$ cat src/rtl/mem_access_unit.sv
// rtl/mem_access_unit.sv - MEM-stage data-memory access with req/ack handshake, timeout and MEM/WB register
module mem_access_unit #(
  parameter int TIMEOUT = 16
) (
  input  logic        clk,
  input  logic        rst,
  input  logic        regwriteM,
  input  logic        memtoregM,
  input  logic        memwriteM,
  input  logic [31:0] ALUoutM,
  input  logic [31:0] qbM,
  input  logic [4:0]  dstregM,
  input  logic [2:0]  wtypeM,
  output logic        stallM,
  output logic        dm_req,
  output logic        dm_we,
  output logic [31:0] dm_addr,
  output logic [3:0]  dm_be,
  output logic [31:0] dm_wdata,
  input  logic        dm_ack,
  input  logic [31:0] dm_rdata,
  output logic        regwriteW,
  output logic        memtoregW,
  output logic [31:0] ALUoutW,
  output logic [31:0] memdataW,
  output logic [4:0]  dstregW,
  output logic        alignErrW,
  output logic        busErrW
);

  typedef enum logic {S_IDLE, S_ACCESS} state_t;

  localparam logic [7:0] CNT_LAST = 8'(TIMEOUT - 1);

  state_t      state_q, state_d;
  logic [7:0]  cnt_q, cnt_d;
  logic        regwrite_q, regwrite_d;
  logic        memtoreg_q, memtoreg_d;
  logic [31:0] aluout_q, aluout_d;
  logic [31:0] memdata_q, memdata_d;
  logic [4:0]  dstreg_q, dstreg_d;
  logic        align_err_q, align_err_d;
  logic        bus_err_q, bus_err_d;

  logic        is_half, is_byte, is_word, memop, misal;
  logic [3:0]  be_raw;
  logic [7:0]  byte_lane;
  logic [15:0] half_lane;
  logic [31:0] load_fmt;

  always_comb begin
    is_half = (wtypeM == 3'b001) || (wtypeM == 3'b010);
    is_byte = (wtypeM == 3'b011) || (wtypeM == 3'b100);
    is_word = !is_half && !is_byte;
    memop   = memtoregM || memwriteM;
    misal   = (is_word && (ALUoutM[1:0] != 2'b00)) || (is_half && ALUoutM[0]);

    if (is_byte) begin
      be_raw   = 4'b0001 << ALUoutM[1:0];
      dm_wdata = {4{qbM[7:0]}};
    end else if (is_half) begin
      be_raw   = ALUoutM[1] ? 4'b1100 : 4'b0011;
      dm_wdata = {2{qbM[15:0]}};
    end else begin
      be_raw   = 4'b1111;
      dm_wdata = qbM;
    end

    case (ALUoutM[1:0])
      2'd0:    byte_lane = dm_rdata[7:0];
      2'd1:    byte_lane = dm_rdata[15:8];
      2'd2:    byte_lane = dm_rdata[23:16];
      default: byte_lane = dm_rdata[31:24];
    endcase
    half_lane = ALUoutM[1] ? dm_rdata[31:16] : dm_rdata[15:0];

    case (wtypeM)
      3'b001:  load_fmt = {{16{half_lane[15]}}, half_lane};
      3'b010:  load_fmt = {16'h0000, half_lane};
      3'b011:  load_fmt = {{24{byte_lane[7]}}, byte_lane};
      3'b100:  load_fmt = {24'h000000, byte_lane};
      default: load_fmt = dm_rdata;
    endcase
  end

  // Stalled cycles load a bubble: control bits clear, data fields hold.
  always_comb begin
    state_d     = state_q;
    cnt_d       = cnt_q;
    stallM      = 1'b0;
    regwrite_d  = 1'b0;
    memtoreg_d  = 1'b0;
    aluout_d    = aluout_q;
    memdata_d   = memdata_q;
    dstreg_d    = dstreg_q;
    align_err_d = 1'b0;
    bus_err_d   = 1'b0;

    case (state_q)
      S_IDLE: begin
        cnt_d = 8'd0;
        if (memop && !misal) begin
          stallM  = 1'b1;
          state_d = S_ACCESS;
        end else begin
          regwrite_d  = regwriteM && !memop;
          memtoreg_d  = memtoregM;
          aluout_d    = ALUoutM;
          memdata_d   = 32'h0;
          dstreg_d    = dstregM;
          align_err_d = memop;
        end
      end
      default: begin
        if (dm_ack) begin
          regwrite_d = regwriteM;
          memtoreg_d = memtoregM;
          aluout_d   = ALUoutM;
          memdata_d  = memtoregM ? load_fmt : 32'h0;
          dstreg_d   = dstregM;
          state_d    = S_IDLE;
        end else if (cnt_q == CNT_LAST) begin
          memtoreg_d = memtoregM;
          aluout_d   = ALUoutM;
          memdata_d  = 32'h0;
          dstreg_d   = dstregM;
          bus_err_d  = 1'b1;
          state_d    = S_IDLE;
        end else begin
          stallM = 1'b1;
          cnt_d  = cnt_q + 8'd1;
        end
      end
    endcase
  end

  always_ff @(posedge clk) begin
    if (rst) begin
      state_q     <= S_IDLE;
      cnt_q       <= 8'd0;
      regwrite_q  <= 1'b0;
      memtoreg_q  <= 1'b0;
      aluout_q    <= 32'h0;
      memdata_q   <= 32'h0;
      dstreg_q    <= 5'd0;
      align_err_q <= 1'b0;
      bus_err_q   <= 1'b0;
    end else begin
      state_q     <= state_d;
      cnt_q       <= cnt_d;
      regwrite_q  <= regwrite_d;
      memtoreg_q  <= memtoreg_d;
      aluout_q    <= aluout_d;
      memdata_q   <= memdata_d;
      dstreg_q    <= dstreg_d;
      align_err_q <= align_err_d;
      bus_err_q   <= bus_err_d;
    end
  end

  assign dm_req    = (state_q == S_ACCESS);
  assign dm_we     = dm_req && memwriteM;
  assign dm_addr   = {ALUoutM[31:2], 2'b00};
  assign dm_be     = dm_req ? be_raw : 4'b0000;
  assign regwriteW = regwrite_q;
  assign memtoregW = memtoreg_q;
  assign ALUoutW   = aluout_q;
  assign memdataW  = memdata_q;
  assign dstregW   = dstreg_q;
  assign alignErrW = align_err_q;
  assign busErrW   = bus_err_q;

endmodule

$ cat config.mk
export PLATFORM = sky130hd
export DESIGN_NAME = mem_access_unit
export DESIGN_NICKNAME = d
export VERILOG_FILES = /design/src/rtl/mem_access_unit.sv
export SDC_FILE = /design/constraint.sdc
export NUM_CORES = 1
export LEC_CHECK = 0
export ABC_AREA = 0
export CORE_UTILIZATION = 35
export DETAILED_ROUTE_END_ITERATION = 10
export PLACE_DENSITY = 0.72
export SYNTH_ARGS = -nofsm -noshare
export SYNTH_HDL_FRONTEND = slang
export SYNTH_SLANG_ARGS = --single-unit
$ cat constraint.sdc
create_clock -name clk -period 2.9 [get_ports clk]
set_clock_uncertainty 0.2 [all_clocks]
set_input_delay 0.435 -clock clk [delete_from_list [all_inputs] [get_ports clk]]
set_output_delay 0.435 -clock clk [all_outputs]
set_load 0.05 [all_outputs]
==> results_dict.tcl, run 1 <==
set metrics [dict create \
    run_status "finished clean" \
    p_per_area_mw_per_mm2 485.6 \
    grt_max_degree 77 \
    numPortBuffers 251 \
    grt_pass1_wl_um 25420 \
    yosys_warnings 0 \
    drc 0 \
    worstReg2RegEnd "memdataW[12]" \
    hold_depth 1 \
    power_mw 3.903 \
    slowest_delay_ns 0.54 \
    worst_ep_arrival_time_ns 2.16 \
    ctsHoldBuffers 0 \
    period_share_pct 96.31 \
    critical_path.max_fanout 32 \
    layout.nets 886 \
    num_vias 4995 \
    cts_buffer_depth 2 \
    dr.pass1.iters 5 \
    place_inst 944 \
    grt_setup_unrepaired "false" \
    startpoint_type "input port" \
    synth.most_common_cell "dfxtp_1" \
    drtAntennaViolNets 0 \
    track_usage_pct 22.54 \
    ys_seq_area_share_pct 33.15 \
    end_kind "output port" \
    p_seq_share_pct 31.7 \
    cts_buffers 9 \
    postPlaceCellArea_mm2 0.007739 \
    min-delay-start "memdataW[13]" \
    antenna_found_initial 0 \
    ys_ff_latch 82 \
    die_y_um 121.0 \
    avgSynthCellArea_um2 8.719 \
    cts_post_setup_buffers_inserted 0 \
    gp_congestion 0.9183 \
    cts_tree "done" \
    cts_resized 0 \
    start_util_pct 35.82 \
    synthDistinctLibCells 53 \
    hold_class "flip-flop to flip-flop" \
    clk_pin_slew_ns 0.06 \
    rrSetupSlack_ns 0.65 \
    synth-async-reset-ratio_pct 0 \
    routedWlPerCell_um 17.26 \
    post-dp-hpwl_um 12700 \
    viasPerCell 5.203 \
    cts_root_buf "clkbuf_16" \
    fmax_mhz 358.1 \
    yosys_most_used_dff "dfxtp_1" \
    worstSkewPairLatency_ns 0.35 \
    power_frac_comb_pct 39.7 \
    synth.area.top_cells "dfxtp_1 (33%), mux2i_1 (9.9%), nand2b_1 (9.9%)" \
    setup_ws_ns 0.1071 \
    synth_edf_count 0 \
    synthTopCellsByCount "dfxtp_1 (82), nand2b_1 (78), mux2i_1 (49)" \
    r2r_start "dm_req" \
    cts_sinks 82 \
    slowest_stage "clkdlybuf4s50_1" \
    netlist.area_leader.share_pct 33.15 \
    n_antenna_cell 0 \
    first_global_vias 4881 \
    num_rows 43 \
    cap_viol_max_count 0 \
    syn2layout_area_growth_pct 62.30 \
    setup_viol 0 \
    drv_slew 0 \
    grt-ovfl-total 0 \
    h-tree-depth 3 \
    syn_area_mm2 0.004952 \
    hold_violations 0 \
    finalInstanceArea_mm2 0.008038 \
    slew_headroom_pct 61.30 \
    critPathKind "input port to output port" \
    p_sw_share_pct 36.26 \
    power_switching_mw 1.415 \
    path_cells "clkdlybuf4s50_1 > buf_4 > nand3b_1 > nand2b_1 > buf_12 > nand2_1 > nand2_1 > buf_12" \
    worst_slew_pin_slew_ns 0.5756 \
    yosys.area.top_type "dfxtp_1" \
    holdWs_ns 0.2628 \
    leakage_nw 3.230 \
    stdcell_count 960 \
    fin_crit_ns 2.793 \
    utilization_pct 58.13 \
    p_clk_share_pct 28.7 \
    wirelength_um 16570 \
    hold_end "memdataW[13]" \
    drive_above_1_share_pct 13.59 \
    critPathRequiredTime_ns 2.27 \
    coreArea_mm2 0.01383 \
    pre_cts_ws_ns 0.07580 \
    dr.first_iter.drc_count 503 \
    setup_tns_ns 0 \
    die_area_mm2 0.01463 \
    irDropWorstVdd_uv 357.5 \
    die_w_um 121.0 \
    r2r_cells 5 \
    io_pins 254 \
    synth_cells 568 \
    p_int_mw 2.488 \
]
-- cell type report --
type	instances	area, um^2
fill	1170	5789
clock buffer	12	256.5
inverter	2	7.507
clock inverter	4	32.53
timing repair buffer	281	3058
tap	180	225.2
multi-input combinational	399	2816
sequential	82	1642
-- cell usage in the layout, fill, tap and decap left out, types with 3 or more instances in the layout --
cell type        Yosys  final
clkbuf_16            0      9
a32oi_1              3      3
o2bb2ai_1           30     30
o211ai_1             8      8
nand3_1              5      5
a22oi_1              5      5
xor2_1               3      3
mux2_2              19     19
o211a_1              8      8
or3_1                9      9
mux2i_1             49     49
xnor2_1              5      4
o21ai_0             28     21
mux4_2               3      3
dfxtp_1             82     82
buf_12               0     32
nand2_1             45     45
nor2_1              36     35
and2_1               3      3
clkdlybuf4s50_1      0    220
nor3_1               3      3
a221o_1              5      5
a21oi_1             14     12
nor3b_1              3      3
o21ai_1              1      8
nand2b_1            78     78
buf_4               41     28
and3_1               6      6
-- metal layers --
layer	wire length, um	global-route usage (%)
met5	0	0
met4	440	10.03
met3	1377	5.310
met2	8001	37.54
met1	6751	27.48
-- critical path, delay by kind of cell --
kind                   cells  cell delay [ns]
AND/OR/NAND/NOR            4             0.57
buffers and inverters      4             1.14
-- state kept, by name, summed over array words and instances, names as in the netlist --
name	flops
ALUoutW	32
memdataW	32
cnt_q	8
dstregW	5
alignErrW	1
busErrW	1
dm_req	1
memtoregW	1
regwriteW	1
-- cell families (layout without fill, tap and decap cells) --
group                    count (synthesis)  after routing  share of synthesized area [%]
AND/OR/NAND/NOR                        201            201                          21.80
adder cells (fa/ha/maj)                  1              1                         0.2526
other                                    1              2                        0.07572
buffers and inverters                   88            299                          10.41
flip-flops                              82             82                          33.15
AO/OA/AOI/OAI                          116            116                          17.31
multiplexers                            71             71                          15.59
XOR/XNOR                                 8              8                          1.415
-- power by group through the flow --
stage | clock, mW | combinational, mW | sequential, mW
final | 1.12 | 1.55 | 1.24
after global routing | 1.18 | 1.62 | 1.24
after CTS | 1.14 | 1.55 | 1.24
after detailed placement | 0 | 1.54 | 1.26
after global placement | 0 | 1.53 | 1.26
after floorplan | 0 | 0.684 | 1.48
-- worst max path at each step --
stage / from / to / slack [ns] / cells past startpoint
after global placement: wtypeM[0] / dm_wdata[31] / 0.08 / 8
final: wtypeM[1] / dm_wdata[8] / 0.11 / 8
after global routing: wtypeM[1] / dm_wdata[8] / 0.009 / 8
after detailed placement: wtypeM[0] / ALUoutW[4] / 0.08 / 8
after floorplan: wtypeM[0] / dm_be[0] / 0.05 / 6
after CTS: wtypeM[0] / dm_be[0] / 0.06 / 7
Note: power is estimated with default switching activity, not from simulation.
==> run 2: changes to the inputs <==
--- a/config.mk
+++ b/config.mk
@@ -9,6 +9,7 @@
 export CORE_UTILIZATION = 35
 export DETAILED_ROUTE_END_ITERATION = 10
 export PLACE_DENSITY = 0.72
+export REMOVE_ABC_BUFFERS = 1
 export SYNTH_ARGS = -nofsm -noshare
 export SYNTH_HDL_FRONTEND = slang
 export SYNTH_SLANG_ARGS = --single-unit
==> run 2 against run 1 <==
Compared with the run above:
- flip-flop and latch count unchanged
- largest cell class unchanged
- fmax is 0.17% higher
- clock power decreased by 4%
- hold slack improved by 0.0023 ns
- die area unchanged
- highest routed layer unchanged
==> results_dict.tcl, run 2 (same netlist as run 1, synthesis figures left out) <==
set metrics [dict create \
    hold_depth 1 \
    die_w_um 121.0 \
    critical_path.max_fanout 6 \
    place_inst 947 \
    h-tree-depth 3 \
    viasPerCell 5.173 \
    grt_pass1_wl_um 25140 \
    p_clk_share_pct 28.0 \
    cts_buffer_depth 2 \
    cts_tree "done" \
    stdcell_count 963 \
    r2r_start "dm_req" \
    worst_slew_pin_slew_ns 0.6041 \
    cap_viol_max_count 0 \
    die_area_mm2 0.01463 \
    cts_sinks 82 \
    leakage_nw 3.252 \
    fin_crit_ns 2.788 \
    min-delay-start "memdataW[30]" \
    power_switching_mw 1.375 \
    crit_buf_inv 3 \
    first_global_vias 4965 \
    end_kind "output port" \
    drc 0 \
    grt-ovfl-total 0 \
    drtAntennaViolNets 0 \
    slew_headroom_pct 59.38 \
    fillers 1151 \
    multi_input_comb_area_mm2 0.002820 \
    cts_buffers 9 \
    num_vias 4982 \
    r2r_cells 5 \
    p_seq_share_pct 32.2 \
    utilization_pct 58.00 \
    holdWs_ns 0.2652 \
    fmax_mhz 358.7 \
    layout_commonest_cell "clkdlybuf4s50_1" \
    grt_max_degree 76 \
    clk_pin_slew_ns 0.06 \
    track_usage_pct 21.90 \
    irDropWorstVdd_uv 300.8 \
    power_mw 3.841 \
    n_antenna_cell 0 \
    coreArea_mm2 0.01383 \
    period_share_pct 96.14 \
    run_status "finished clean" \
    slowest_delay_ns 0.60 \
    critPathRequiredTime_ns 2.27 \
    grt_setup_unrepaired "false" \
    routedWlPerCell_um 16.78 \
    worst_ep_arrival_time_ns 2.15 \
    numPortBuffers 251 \
    post-dp-hpwl_um 12550 \
    critical_path.top_delay_family "buffers and inverters" \
    area.sequential_mm2 0.001642 \
    dr.pass1.iters 5 \
    hold_violations 0 \
    worstReg2RegEnd "memdataW[9]" \
    critPathKind "input port to output port" \
    hold_class "flip-flop to flip-flop" \
    p_per_area_mw_per_mm2 478.9 \
    wirelength_um 16160 \
    power_frac_comb_pct 39.7 \
    setup_viol 0 \
    dr.first_iter.drc_count 222 \
    num_rows 43 \
    drive_above_1_share_pct 14.18 \
    slowest_stage "clkdlybuf4s50_1" \
    io_pins 254 \
    drv_slew 0 \
    layout_common_cells "clkdlybuf4s50_1 (218), dfxtp_1 (82), nand2b_1 (77), mux2i_1 (49), nand2_1 (45)" \
    die_y_um 121.0 \
    hold_end "memdataW[30]" \
    cts_root_buf "clkbuf_16" \
    rrSetupSlack_ns 0.71 \
    start_util_pct 35.82 \
    worstSkewPairLatency_ns 0.33 \
    p_sw_share_pct 35.81 \
    ctsHoldBuffers 0 \
    layout.nets 889 \
    path_cells "clkdlybuf4s50_1 > and3b_1 > a2111o_1 > a22oi_2 > inv_1 > buf_4" \
    gp_congestion 0.9343 \
    syn2layout_area_growth_pct 61.95 \
    crit_start "wtypeM[2]" \
    antenna_found_initial 0 \
    p_int_mw 2.466 \
    startpoint_type "input port" \
]
-- run 2: cell types whose count changed in the layout (fill, tap and decap cells not counted), moves of 2 or more --
cell | before | now
buf_12 | 32 | 29
clkinvlp_4 | 2 | 0
clkinv_2 | 0 | 4
buf_4 | 28 | 34
clkdlybuf4s50_1 | 220 | 218
inv_6 | 2 | 0
o21ai_1 | 8 | 1
o21ai_0 | 21 | 28
-- run 2: timing repair --
item | CTS | global route
gates resized for setup | 1 | 5
endpoints found under the hold margin | 0 | 0
buffers inserted | 0 | 0
gates cloned | 0 | 0
setup endpoints to repair | 3 | 14
-- run 2: how the worst max path moves through the flow --
stage / endpoint / slack, ns / cells after the start
3_3_place_gp: dm_wdata[25] / 0.02 / 6
4_1_cts: dm_wdata[11] / 0.02 / 7
2_1_floorplan: stallM / -1.08 / 4
6_report: stallM / 0.11 / 6
5_1_grt: dm_wdata[10] / 0.01 / 7
3_5_place_dp: dm_wdata[30] / -0.02 / 6
-- run 2: worst reg2reg max path: cells and delay by family (launching register included) --
kind,cells,cell delay (ns)
DFF,1,0.57
AOI/OAI and AO/OA,2,0.57
buffers and inverters,1,0.28
and+or+nand+nor,2,0.49
-- run 2: per-layer routing --
metal	up-vias	track usage (%)	routed length [um]
met5	-	0	0
met4	0	10.49	493
met3	34	6.908	1510
met2	246	37.54	7807
met1	2319	24.48	6350
li1	2383	-	-
-- run 2: layout make-up --
class / instances / area share, %
Timing Repair Buffer: 284 / 37.96
Multi-Input combinational cell: 399 / 35.16
Sequential cell: 82 / 20.47
Clock buffer: 11 / 3.151
Tap cell: 180 / 2.808
Clock inverter: 5 / 0.3588
Inverter: 2 / 0.09360
-- run 2: stage by stage --
stage          cell area, um^2  setup slack (ns)  setup TNS, ns
6_report                  8020            0.1119              0
5_1_grt                   8020           0.01029              0
3_5_place_dp              7724          -0.02182       -0.05998
4_1_cts                   8004           0.02092              0
3_3_place_gp              7724           0.01723              0
2_1_floorplan             4448            -1.079         -15.58
-- run 2: power groups by stage --
| stage | clock [mW] | combinational (mW) | sequential (mW) |
|---|---|---|---|
| after floorplan | 0 | 0.488 | 1.49 |
| after global placement | 0 | 1.51 | 1.26 |
| after detailed placement | 0 | 1.53 | 1.26 |
| after CTS | 1.11 | 1.53 | 1.24 |
| after global routing | 1.17 | 1.60 | 1.25 |
| final | 1.08 | 1.53 | 1.24 |
==> RTL edit 1 (settings of run 2) <==
Reset style: asynchronous (`rst`), changed in one clocked block.
--- a/src/rtl/mem_access_unit.sv
+++ b/src/rtl/mem_access_unit.sv
@@ -135,5 +135,5 @@
   end
 
-  always_ff @(posedge clk) begin
+  always_ff @(posedge clk or posedge rst) begin
     if (rst) begin
       state_q     <= S_IDLE;
Formal check against the unedited RTL: differs if rst is asserted again (counterexample within 4 cycles, from zero or initial values and one cycle with rst high); with rst held inactive, the same outputs for 4 cycles.
==> RTL edit 1 against run 2 <==
  * Sequential cell count is the same
  * Final area grew 1.9%
  * Critical path depth grew 2
  * Utilization shrank 1.5 points
  * Highest routed layer unchanged
  * Area after synthesis grew 4.6%
  * First-iteration DRC count grew 50%
  * Maximum frequency grew 3.3%
  * Total power grew 29%
  * Sequential power grew 15%
  * Largest power group unchanged
  * Wire length grew 1.9%
  * Sequential share of layout area grew 4.6 points
  * Setup slack gained 0.088 ns
==> RTL edit 1: results (changes against run 2) <==
[clock_network]
htree_levels=3  ; unchanged
clk_path_buf_depth=2  ; unchanged

[worst_setup_path]
arrival_ns=2.06  ; -0.09 ns
r2r_setup_slack_ns=0.60  ; -0.11 ns
critical_path.max_fanout=4  ; -2

[synth]
ys.flop_type=dfrtp_1
synth_fa_ha_area_share_pct=0.241  ; -0.011 points
synth.area.mux_share_pct=20.1  ; +4.5 points
synth_compound_gate_area_share_pct=16.9  ; -0.38 points
synth.distinct_cells=56  ; +5.7%
synth_common_cells=82 x dfrtp_1, 54 x nand2_1, 44 x buf_4, 34 x nor2_1, 29 x mux2_4
ys_seq_area_share_pct=39.6  ; +6.4 points
synth_area_leaders=dfrtp_1 40%, mux2_4 8.4%, buf_4 6.4%
synth_xor_area_share_pct=1.52  ; +0.11 points
async_reset_ff_share_pct=100  ; +100 points
synth_top_family_by_area=multiplexers

[power]
ir_worst_vdd_mv=0.390  ; +30%
power_leakage_nw=3.56  ; +9.6%
pwr-share-comb_pct=47.7  ; +8.0 points
power_clock_mw=1.17  ; +8%
p_clk_share_pct=23.6  ; -4.4 points
p_int_mw=2.98  ; +21%

[cells_and_area]
layout-drive-gt1-share_pct=20.5  ; +6.3 points
diodes=0  ; unchanged
fillers=1225  ; +6.4%
nets=824  ; -7.3%

[placement]
dpl.hpwl_um=12500  ; -0.50%
place.gp.congestion=0.869  ; -7.0%
place_area_mm2=0.00786  ; +1.8%

[route]
drtIter0Drc=333  ; +50%
vias=4742  ; -4.8%
drt-total-wl_um=16500  ; +1.9%

[sta]
relSlewSlack_pct=52.9  ; -6.5 points

[global_route]
grt_max_degree=42  ; -45%
grt_pass1_wl_um=25000  ; -0.63%
grt.total_usage_pct=21.5  ; -0.36 points

[min_path]
hold_class=flop to flop

[status]
status=complete, no violations

## RTL edit 1: stage by stage
step	hold WS [ns]	std cells	TNS, ns	utilization, %	setup WS, ns
after floorplan	0.345	419	-1.72	-	-0.439
after global placement	0.270	886	-0.386	54.3	-0.0435
after detailed placement	0.277	886	-1.28	54.3	-0.118
after CTS	0.295	901	0	56.5	0.211
after global routing	0.311	901	0	56.5	0.142
final	0.295	901	0	56.5	0.200
## RTL edit 1: what timing repair did
action | 4_1_cts | 5_1_grt
setup endpoints to repair | 13 | 0
setup buffers | 0 | 0
gates resized for setup | 3 | 0
## RTL edit 1: area by class of cell
class | count | area (um2) | area share (%)
clock buffers | 12 | 256 | 3.14
clock inverters | 3 | 47.5 | 0.582
inverters | 12 | 48.8 | 0.597
multi-input cells | 325 | 2620 | 32.0
flip-flops and latches | 82 | 2050 | 25.1
well taps | 184 | 230 | 2.82
repair buffers | 283 | 2920 | 35.8
## RTL edit 1: critical path: stages
cell and delay [ns]:
dlygate4sd2_1 0.33, or3b_4 0.45, o21ai_2 0.16, nand2_1 0.15, nand2_1 0.08, a21boi_0 0.09
buf_4 0.18, buf_4 0.18
## RTL edit 1: path summary, 6_finish.rpt
kind,from,endpoint,depth (start not counted)
setup reg to reg,cnt_q[4],memdataW[11],8
setup / recovery,wtypeM[2],dm_be[2],8
hold reg to reg,memdataW[26],memdataW[26],1
min in group asynchronous,rst,dstregW[2],2
hold / removal,memdataW[26],memdataW[26],1
max in group asynchronous,rst,cnt_q[6],3
## RTL edit 1: layer usage
| layer | part of all wire (%) | vias up | track usage (%) |
|---|---|---|---|
| met5 | 0 | - | 0 |
| met1 | 41 | 2323 | 27.3 |
| li1 | - | 2178 | - |
| met4 | 3.1 | 0 | 9.26 |
| met2 | 50 | 201 | 35.2 |
| met3 | 6.6 | 40 | 4.76 |
==> RTL edit 2 (config.mk and constraints of run 2) <==
Without the edit above. Change the parameter `TIMEOUT` from 16 to 12.
--- a/src/rtl/mem_access_unit.sv
+++ b/src/rtl/mem_access_unit.sv
@@ -1,5 +1,5 @@
 // rtl/mem_access_unit.sv - MEM-stage data-memory access with req/ack handshake, timeout and MEM/WB register
 module mem_access_unit #(
-  parameter int TIMEOUT = 16
+  parameter int TIMEOUT = 12
 ) (
   input  logic        clk,
Formal check against the unedited RTL: same outputs for any inputs over 4 cycles, from zero or initial values and one cycle with rst high; that may be too few to reach the edited logic, so the function may still have changed.
==> RTL edit 2 against run 2 <==
  * Area after synthesis up 1.3%
  * Die area is 1.3% higher
  * Final area down 0.94%
  * Wire length fell by 1.3%
  * Sequential cell count unchanged
  * Critical path type unchanged
  * Clock power is 16% higher
  * Total power is 3.2% higher
  * Setup slack got worse by 0.037 ns
==> RTL edit 2: results (changes against run 2) <==
[synth]
synth.distinct_cells=54  ; +1.9%
synth_enable_flop_cells=0  ; unchanged
synth_common_cells=82 x dfxtp_1, 77 x nand2b_1, 54 x mux2i_1, 44 x buf_4, 32 x nor2_1
syn_area_per_cell_um2=9.12  ; +4.6%
synth_area_leaders=dfxtp_1 33%, mux2i_1 11%, nand2b_1 9.6%
ys.flop_type=dfxtp_1
ys_seq_area_share_pct=32.7  ; -0.43 points
ys.warnings.count=0  ; unchanged

[sta]
worst_slew_pin_slew_ns=0.615  ; +0.0110 ns

[cells_and_area]
clk_share_pct=4.14  ; +0.63 points
num-multi-input-gates=383  ; -4.0%
clockBufferCount=11  ; unchanged
nets=874  ; -1.7%
nFlopsAndLatches=82  ; unchanged
fillers=1196  ; +3.9%
seq-cell-share_pct=20.7  ; +0.19 points
multiInputGateArea_mm2=0.00285  ; +1.1%
buffer_area_share_pct=36.3  ; -1.6 points
inverters=3  ; +1
layout-drive-gt1-share_pct=14.7  ; +0.54 points

[route]
drt-total-wl_um=15900  ; -1.3%
drt_pre_antenna_iters=4  ; -1
via_per_inst=5.13  ; -0.91%
drtIter0Drc=123  ; -45%
routedWlPerCell_um=16.8  ; +0.22%

[global_route]
grt.total_usage_pct=21.4  ; -0.51 points
antenna_found_initial=0  ; unchanged
grt_max_degree=62  ; -18%
grt_pass1_wl_um=24800  ; -1.5%
first_global_vias=4904  ; -1.2%

[placement]
place_inst=930  ; -1.8%
dpl.hpwl_um=12400  ; -1.6%
place.gp.congestion=0.800  ; -14%
portBuffers=251  ; unchanged

[worst_setup_path]
worst_path_dominant_cell_family=buffers and inverters
arrival_ns=2.19  ; +0.04 ns
critical_path.max_fanout=6  ; unchanged
slowest_delay_ns=0.52  ; -0.08 ns

[clock_network]
clk_pin_slew_worst_paths_ns=0.06  ; about the same
cts_root_buffer=clkbuf_16
htree_levels=3  ; unchanged

[power]
power_leakage_nw=3.18  ; -2.3%
ir_worst_vdd_mv=0.318  ; +5.5%

[min_path]
hold_class=flop to flop

[status]
status=complete, no violations

## RTL edit 2: cell count changes after synthesis, moves of 3 or more
cell      before  now
a21boi_0       1    5
a21o_1         0    3
a21oi_1       14   11
a22o_1         1    5
a22oi_1        5    0
buf_2          7   14
buf_4         41   44
clkbuf_1      33   20
mux2_2        19   23
mux2i_1       49   54
nand2_1       45   21
nor2_1        36   32
## RTL edit 2: cell families after synthesis
logic type,synth area share (%)
buffers and inverters,10.7
adders and majority gates,0.249
muxes,17.3
AOI/OAI and AO/OA,17.8
other,0.0747
DFF,32.7
xor gates and xnor gates,1.57
and+or+nand+nor,19.6
## RTL edit 2: power by group
part	switching, mW	internal, mW
registers	0.0362	1.19
logic	0.870	0.612
clock network	0.468	0.784
total	1.37	2.59
## RTL edit 2: path summary, 6_finish.rpt
check,startpoint,to,cells past startpoint,slack (ns)
hold reg to reg,memdataW[20],memdataW[20],1,0.27
setup / recovery,wtypeM[2],dm_wdata[13],6,0.07
setup reg to reg,cnt_q[0],dstregW[3],6,0.55
hold / removal,memdataW[20],memdataW[20],1,0.27
## RTL edit 2: through the flow
| stage | area, um2 | setup slack [ns] |
|---|---|---|
| global placement | 7590 | 0.0654 |
| global route | 7950 | -0.00245 |
| CTS | 7920 | 0.0218 |
| finish | 7950 | 0.0744 |
| floorplan | 4500 | -1.02 |
| detailed placement | 7590 | 0.0308 |
## RTL edit 2: repair_timing
| action | 4_1_cts | 5_1_grt |
|---|---|---|
| resized for setup | 0 | 3 |
| hold buffers | 0 | 0 |
| setup endpoints to repair | 0 | 9 |
| setup buffers | 0 | 2 |
## RTL edit 2: metal layers
metal  part of all wire [%]  up-vias  GRT usage [%]
met2                     49      204           37.5
met5                      0        -              0
met1                     40     2283           24.2
li1                       -     2347              -
met4                    2.4        0           6.87
met3                    8.8       26           7.26
